===== src/rtl/adder_sweep_driver_if.sv =====
// rtl/adder_sweep_driver_if.sv - operand/result bus between the sweep driver and the adder under test
interface adder_sweep_driver_if #(
    parameter int W = 2
);
    logic [W-1:0] a_out;
    logic [W-1:0] b_out;
    logic [W:0]   y_in;

    // Driver side: presents operands, observes the adder result
    modport master (
        output a_out,
        output b_out,
        input  y_in
    );

    // Adder side: consumes operands, returns the sum
    modport slave (
        input  a_out,
        input  b_out,
        output y_in
    );
endinterface


===== src/rtl/adder_sweep_driver.sv =====
// rtl/adder_sweep_driver.sv - exhaustive operand sweep and result check for a W-bit adder
module adder_sweep_driver #(
    parameter int W      = 2,
    parameter int SETTLE = 1    // hold cycles before sampling, legal range 1..15
) (
    input  logic                 clk,
    input  logic                 rst,
    input  logic                 start,
    adder_sweep_driver_if.master bus,
    output logic                 busy,
    output logic                 done,
    output logic                 pass,
    output logic [2*W:0]         err_cnt,
    output logic [W-1:0]         first_err_a,
    output logic [W-1:0]         first_err_b,
    output logic                 err_seen
);

    localparam int         EW       = 2 * W + 1;
    localparam logic [3:0] CNT_LOAD = 4'(SETTLE);

    typedef enum logic [1:0] {
        S_IDLE,
        S_SETTLE,
        S_CHECK,
        S_DONE
    } state_t;

    state_t         state_q, state_d;
    logic [W-1:0]   a_q, a_d;
    logic [W-1:0]   b_q, b_d;
    logic [3:0]     cnt_q, cnt_d;
    logic           pass_q, pass_d;
    logic [EW-1:0]  err_cnt_q, err_cnt_d;
    logic [W-1:0]   first_err_a_q, first_err_a_d;
    logic [W-1:0]   first_err_b_q, first_err_b_d;
    logic           err_seen_q, err_seen_d;
    logic [W:0]     expected;

    // Reference sum at full W+1 width so the carry is never lost
    always_comb begin
        expected = {1'b0, a_q} + {1'b0, b_q};
    end

    // Next-state and datapath updates for the sweep sequencer
    always_comb begin
        state_d       = state_q;
        a_d           = a_q;
        b_d           = b_q;
        cnt_d         = cnt_q;
        pass_d        = pass_q;
        err_cnt_d     = err_cnt_q;
        first_err_a_d = first_err_a_q;
        first_err_b_d = first_err_b_q;
        err_seen_d    = err_seen_q;

        case (state_q)
            S_IDLE: begin
                a_d = '0;
                b_d = '0;
                if (start) begin
                    err_cnt_d     = '0;
                    err_seen_d    = 1'b0;
                    pass_d        = 1'b0;
                    first_err_a_d = '0;
                    first_err_b_d = '0;
                    cnt_d         = CNT_LOAD;
                    state_d       = S_SETTLE;
                end
            end

            S_SETTLE: begin
                cnt_d = cnt_q - 4'd1;
                if (cnt_q == 4'd1) begin
                    state_d = S_CHECK;
                end
            end

            S_CHECK: begin
                // Written as match/else so an unknown result lands in the
                // mismatch branch rather than silently skipping it.
                if (bus.y_in == expected) begin
                    err_cnt_d = err_cnt_q;
                end else begin
                    err_cnt_d = err_cnt_q + EW'(1);
                    if (!err_seen_q) begin
                        first_err_a_d = a_q;
                        first_err_b_d = b_q;
                        err_seen_d    = 1'b1;
                    end
                end

                if ((&a_q) && (&b_q)) begin
                    state_d = S_DONE;
                end else begin
                    b_d = b_q + W'(1);
                    if (&b_q) begin
                        a_d = a_q + W'(1);
                    end
                    cnt_d   = CNT_LOAD;
                    state_d = S_SETTLE;
                end
            end

            S_DONE: begin
                pass_d  = (err_cnt_q == '0);
                a_d     = '0;
                b_d     = '0;
                state_d = S_IDLE;
            end

            default: begin
                a_d     = '0;
                b_d     = '0;
                state_d = S_IDLE;
            end
        endcase
    end

    // State and result registers, cleared immediately on reset
    always_ff @(posedge clk or posedge rst) begin
        if (rst) begin
            state_q       <= S_IDLE;
            a_q           <= '0;
            b_q           <= '0;
            cnt_q         <= '0;
            pass_q        <= 1'b0;
            err_cnt_q     <= '0;
            first_err_a_q <= '0;
            first_err_b_q <= '0;
            err_seen_q    <= 1'b0;
        end else begin
            state_q       <= state_d;
            a_q           <= a_d;
            b_q           <= b_d;
            cnt_q         <= cnt_d;
            pass_q        <= pass_d;
            err_cnt_q     <= err_cnt_d;
            first_err_a_q <= first_err_a_d;
            first_err_b_q <= first_err_b_d;
            err_seen_q    <= err_seen_d;
        end
    end

    // Status decode and output drive
    always_comb begin
        busy        = (state_q == S_SETTLE) || (state_q == S_CHECK);
        done        = (state_q == S_DONE);
        pass        = pass_q;
        err_cnt     = err_cnt_q;
        first_err_a = first_err_a_q;
        first_err_b = first_err_b_q;
        err_seen    = err_seen_q;
        bus.a_out   = a_q;
        bus.b_out   = b_q;
    end

endmodule


===== src/flat_wrapper.sv =====
// flat-port wrapper written by rule: the top's interface ports become plain ports
module adder_sweep_driver_flat 
#(
    parameter int W      = 2,
    parameter int SETTLE = 1                                                     
)
  (clk, rst, start, busy, done, pass, err_cnt, first_err_a, first_err_b, err_seen, bus_a_out, bus_b_out, bus_y_in);
  adder_sweep_driver_if #(.W(W)) bus_i ();
  input  logic clk;
  input  logic rst;
  input  logic start;
  output logic busy;
  output logic done;
  output logic pass;
  output logic [2*W:0] err_cnt;
  output logic [W-1:0] first_err_a;
  output logic [W-1:0] first_err_b;
  output logic err_seen;
  output wire logic [$bits(bus_i.a_out)-1:0] bus_a_out;
  output wire logic [$bits(bus_i.b_out)-1:0] bus_b_out;
  input wire logic [$bits(bus_i.y_in)-1:0] bus_y_in;
  assign bus_a_out = bus_i.a_out;
  assign bus_b_out = bus_i.b_out;
  assign bus_i.y_in = bus_y_in;
  adder_sweep_driver #(.W(W), .SETTLE(SETTLE)) u_core (.clk(clk), .rst(rst), .start(start), .bus(bus_i), .busy(busy), .done(done), .pass(pass), .err_cnt(err_cnt), .first_err_a(first_err_a), .first_err_b(first_err_b), .err_seen(err_seen));
endmodule

===== config.mk =====
export PLATFORM = sky130hd
export DESIGN_NAME = adder_sweep_driver_flat
export DESIGN_NICKNAME = d
export VERILOG_FILES = /design/src/rtl/adder_sweep_driver_if.sv /design/src/rtl/adder_sweep_driver.sv /design/src/flat_wrapper.sv
export SDC_FILE = /design/constraint.sdc
export NUM_CORES = 1
export LEC_CHECK = 0
export BUFFER_PORTS_ARGS = -buffer_cell sky130_fd_sc_hd__buf_2
export CAP_MARGIN = 5
export CORE_AREA = 2 2 61 63
export CTS_CLUSTER_SIZE = 24
export DETAILED_ROUTE_END_ITERATION = 7
export DIE_AREA = 0 0 63 65
export PLACE_DENSITY_LB_ADDON = 0.05
export RECOVER_POWER = 25
export SLEW_MARGIN = 10
export SYNTH_ARGS = -nofsm -noshare
export SYNTH_HDL_FRONTEND = slang
export SYNTH_SLANG_ARGS = --single-unit

===== constraint.sdc =====
create_clock -name clk -period 4.9 [get_ports clk]
set_clock_uncertainty 0.05 [all_clocks]
set_input_delay 0.735 -clock clk [delete_from_list [all_inputs] [get_ports clk]]
set_output_delay 0.735 -clock clk [all_outputs]
set_load 0.01 [all_outputs]

==> summary by stage <==
Status
The run finished with clean final reports.

CTS
The count of buffers added by post-CTS timing repair for setup is 0. Hold repair after CTS inserted 0 buffers. The root buffer cell is sky130_fd_sc_hd__clkbuf_4. The number of gates resized after CTS was 0. The clock passes through at most 2 buffers. The CTS tree is yes. After clock tree synthesis, the clock-pin slew on the worst setup and hold paths is 0.13 ns.

The latest clock arrival within the worst-skew pair is 0.31 ns. In this run the number of H-tree levels came out at 1. TritonCTS created 3 clock buffers. The TritonCTS sink count is 21.

Route
After detailed routing, the number of vias per cell comes to between 5 and 6. Once detail routing completed, the nets flagged for antenna violations numbered 0. The number of DRC markers in iteration 0 is 65. The DRC violations left is 0. The routed wirelength normalized by instance count is 14.5 microns. The routed layout has 1073 vias. The number of optimization iterations in the first detailed-route pass is 4. After detailed routing, the total wire length is a little under 3000 microns.

Hold path
The instance count along the most critical hold path is 1. The critical hold path startpoint is u_core.cnt_q[2]. The worst hold path belongs to the class reg -> reg.

Pwr
The ratio of total power to cell area is 514 nW/um^2. The share of total power dissipated in combinational logic is 0.524. The internal portion of total power is 419 uW.

Of the total power, the share spent switching nets is 0.459. Of the total power, the clock network draws 0.119. The maximum VDD drop is 217 uV. The static leakage is 0.742 nW. The net switching power figure is 356 uW.

The portion of total power attributed to sequential cells is 0.357.

Place
Prior to clock tree synthesis, the placed netlist has a worst setup slack of about 2.6 ns. The detailed-placement wirelength estimate is 2230 microns. The global placement routability congestion is 0.795. The quantity of I/O buffers inserted on ports is 22.

Timing
After layout, the minimum clock period comes to 2.28 ns. The fraction of the cycle the final worst path needs is 0.466. The hold violation total from the final report is 0. In this run the tightest slew margin relative to its limit is 0.444. The setup TNS is 0 ns. The number of setup violations in the final report is 0. The least setup slack across all paths after layout is 2.62 ns. The measured slew at the worst slew-check pin is 0.834 ns. Setup repair after global routing left no endpoint under its margin.

Final hold analysis gives a worst-case slack of 0.471 ns. The number of pins with negative max-slew slack in the final report is 0. The maximum achievable frequency is around 440 MHz.

Global route
Across every metal layer, demand over resource in global routing totals 0.156. The remaining global-route overflow is 0. The number of antenna violations at the first check in global routing is 0. The via count of the first global-routing pass is 1005. Entering global routing, the biggest net connects 22 pins. The global-route wire length before repair is approximately 5000 microns.

Setup path
The required time reported for the critical path endpoint is 5.06 ns. Along the worst path, the maximum fanout reaches 7. The signal on the critical path passes through ha_1, fa_1, xnor2_2, a311oi_4, a31oi_2, a22o_1. The most critical setup path has its endpoint at u_core.first_err_b[0].

The number of stages on the worst setup path is 6. The element type at the critical path end is a flop. The nature of the critical path startpoint is a flop. The critical path in this run is classified as reg -> reg. The depth of the most critical reg-to-reg path is 6.

In this design, the largest share of critical-path delay is due to compound AO/OA/AOI/OAI gates. Tracing the worst setup path back leads to its startpoint at u_core.bus.a_out[0]. On the worst path, the slowest cell contributes a delay of 0.49 ns. The end of the worst register-to-register path is u_core.first_err_b[0].

The arrival time of the worst setup path is 2.45 ns. The total buffers and inverters traversed by the critical path is 0. The source of the worst register-to-register timing path is u_core.bus.a_out[0]. In this run the register-to-register setup slack is 2.62 ns.

The critical-path cell with the highest stage delay is sky130_fd_sc_hd__dfrtp_1.

Floorplanning
23 I/O pins were placed. The initial utilization of the core area, before any placement, comes to 0.381. The die is 65 microns tall.

The chip width is ~63 microns. In this run the core area contains 22 standard-cell rows. The die covers ~4100 sq um. The area of the core is 3500 sq um.

Synth
For this run, the number of Yosys warnings is 0. In the post-synthesis netlist, the cell with the most instances is sky130_fd_sc_hd__dfrtp_1. Synthesis inferred 21 register bits. The post-synthesis area per instance is 10.1 sq um. The fraction of the yosys area taken by sequential cells is 0.395. Sorting the synthesized cells by area gives the leading types as sky130_fd_sc_hd__dfrtp_1 (39%), sky130_fd_sc_hd__ha_1 (11%), sky130_fd_sc_hd__nand3_1 (4.1%), sky130_fd_sc_hd__o21ai_0 (4.1%), sky130_fd_sc_hd__xnor2_2 (3.7%). The top-area cell type share of the netlist area is 0.395. Counting distinct cell types in the post-synthesis netlist gives 38. Among all flip-flop cells after synthesis, the most frequent one is sky130_fd_sc_hd__dfrtp_1. The cell type with the largest total area after synthesis is sky130_fd_sc_hd__dfrtp_1.

The share of flip-flops with an asynchronous set or reset is 1.00. The synthesized design contains 0 enable-type register cells. The mapped cell area is 1330 sq um. In the synthesized netlist, the cells that appear most often are sky130_fd_sc_hd__dfrtp_1 (21), sky130_fd_sc_hd__ha_1 (12), sky130_fd_sc_hd__nand3_1 (11), sky130_fd_sc_hd__o21ai_0 (11).

Synthesis produced 132 cells. The number of nets handed over by synthesis was 151.

Cells and area
The area growth from synthesis to layout is 13.3%. Of the cells placed in the final design, the portion with a size suffix greater than 1 is 0.206. The final layout contains ~180 nets. The number of antenna diodes in the final layout is 0.

Job
The reported max-cap violation count is 0.
==> worst register-to-register path, delay by kind of cell, from the launching register on <==
family	cells	cell delay [ns]
compound gates	3	0.74
xor+xnor	1	0.21
fa+ha+maj	2	0.70
flops	1	0.49
==> state kept, by name, indices dropped and copies added, names as in the netlist <==
register / count
u_core.err_cnt: 5
u_core.cnt_q: 4
u_core.first_err_b: 2
u_core.bus.a_out: 2
u_core.err_seen: 1
u_core.pass: 1
u_core.first_err_a: 2
u_core.state_q: 2
u_core.bus.b_out: 2
==> how the worst min path moves through the flow <==
| stage | end | slack, ns |
|---|---|---|
| final | u_core.cnt_q[2] | 0.47 |
| after global routing | u_core.first_err_b[0] | 0.52 |
| after CTS | u_core.cnt_q[2] | 0.47 |
| after detailed placement | u_core.cnt_q[2] | 0.46 |
| after global placement | u_core.pass | 0.44 |
| after floorplan | u_core.cnt_q[2] | 0.42 |
==> per-layer routing <==
layer  global-route usage  vias to the layer above  wire [microns]
met5                    0                        -               0
met4               0.0556                        0              50
met3               0.0295                        6             108
met2                0.253                       19            1390
met1                0.209                      514            1390
li1                     -                      534               -
==> cell usage in the layout, fill, tap and decap left out, types with 4 or more instances in the layout <==
cell type | Yosys | routed
sky130_fd_sc_hd__nand2_1 | 8 | 8
sky130_fd_sc_hd__a21oi_1 | 7 | 7
sky130_fd_sc_hd__buf_2 | 1 | 22
sky130_fd_sc_hd__nand3_1 | 11 | 11
sky130_fd_sc_hd__a31oi_1 | 5 | 5
sky130_fd_sc_hd__o21ai_0 | 11 | 11
sky130_fd_sc_hd__dfrtp_1 | 21 | 21
sky130_fd_sc_hd__a22o_1 | 5 | 5
sky130_fd_sc_hd__ha_1 | 12 | 12
sky130_fd_sc_hd__nor2_1 | 5 | 5
sky130_fd_sc_hd__inv_1 | 8 | 8
sky130_fd_sc_hd__and3_1 | 4 | 4
==> stage by stage <==
step,cell area [sq um],utilization,std cells,total power [mW]
2_1_floorplan,1330,-,132,0.576
3_3_place_gp,1480,0.424,199,0.684
3_5_place_dp,1480,0.424,199,0.690
4_1_cts,1510,0.431,203,0.779
5_1_grt,1510,0.431,203,0.842
6_report,1510,0.431,203,0.775
==> power by group through the flow <==
| stage | Clock (mW) | Combinational, mW | Sequential (mW) |
|---|---|---|---|
| after global placement | 0 | 0.406 | 0.279 |
| after detailed placement | 0 | 0.409 | 0.280 |
| after global routing | 0.0999 | 0.457 | 0.285 |
| after CTS | 0.0914 | 0.411 | 0.276 |
| final | 0.0920 | 0.406 | 0.276 |
| after floorplan | 0 | 0.295 | 0.281 |
==> cells by family after synthesis <==
kind of cell / count (synthesis) / share of synthesized area
compound gates: 40 / 0.209
flops: 21 / 0.395
xor+xnor: 3 / 0.0367
buf+inv: 11 / 0.0376
mux: 2 / 0.0150
fa+ha+maj: 13 / 0.128
simple gates: 42 / 0.180
==> area by class of cell <==
type / instances / area (sq um)
fillers: 367 / 1990
multi-input cells: 100 / 756
flip-flops and latches: 21 / 526
repair buffers: 22 / 110
well taps: 48 / 60.1
inverters: 8 / 30.0
clock buffers: 4 / 26.3
(Power assumes the default switching activity.)
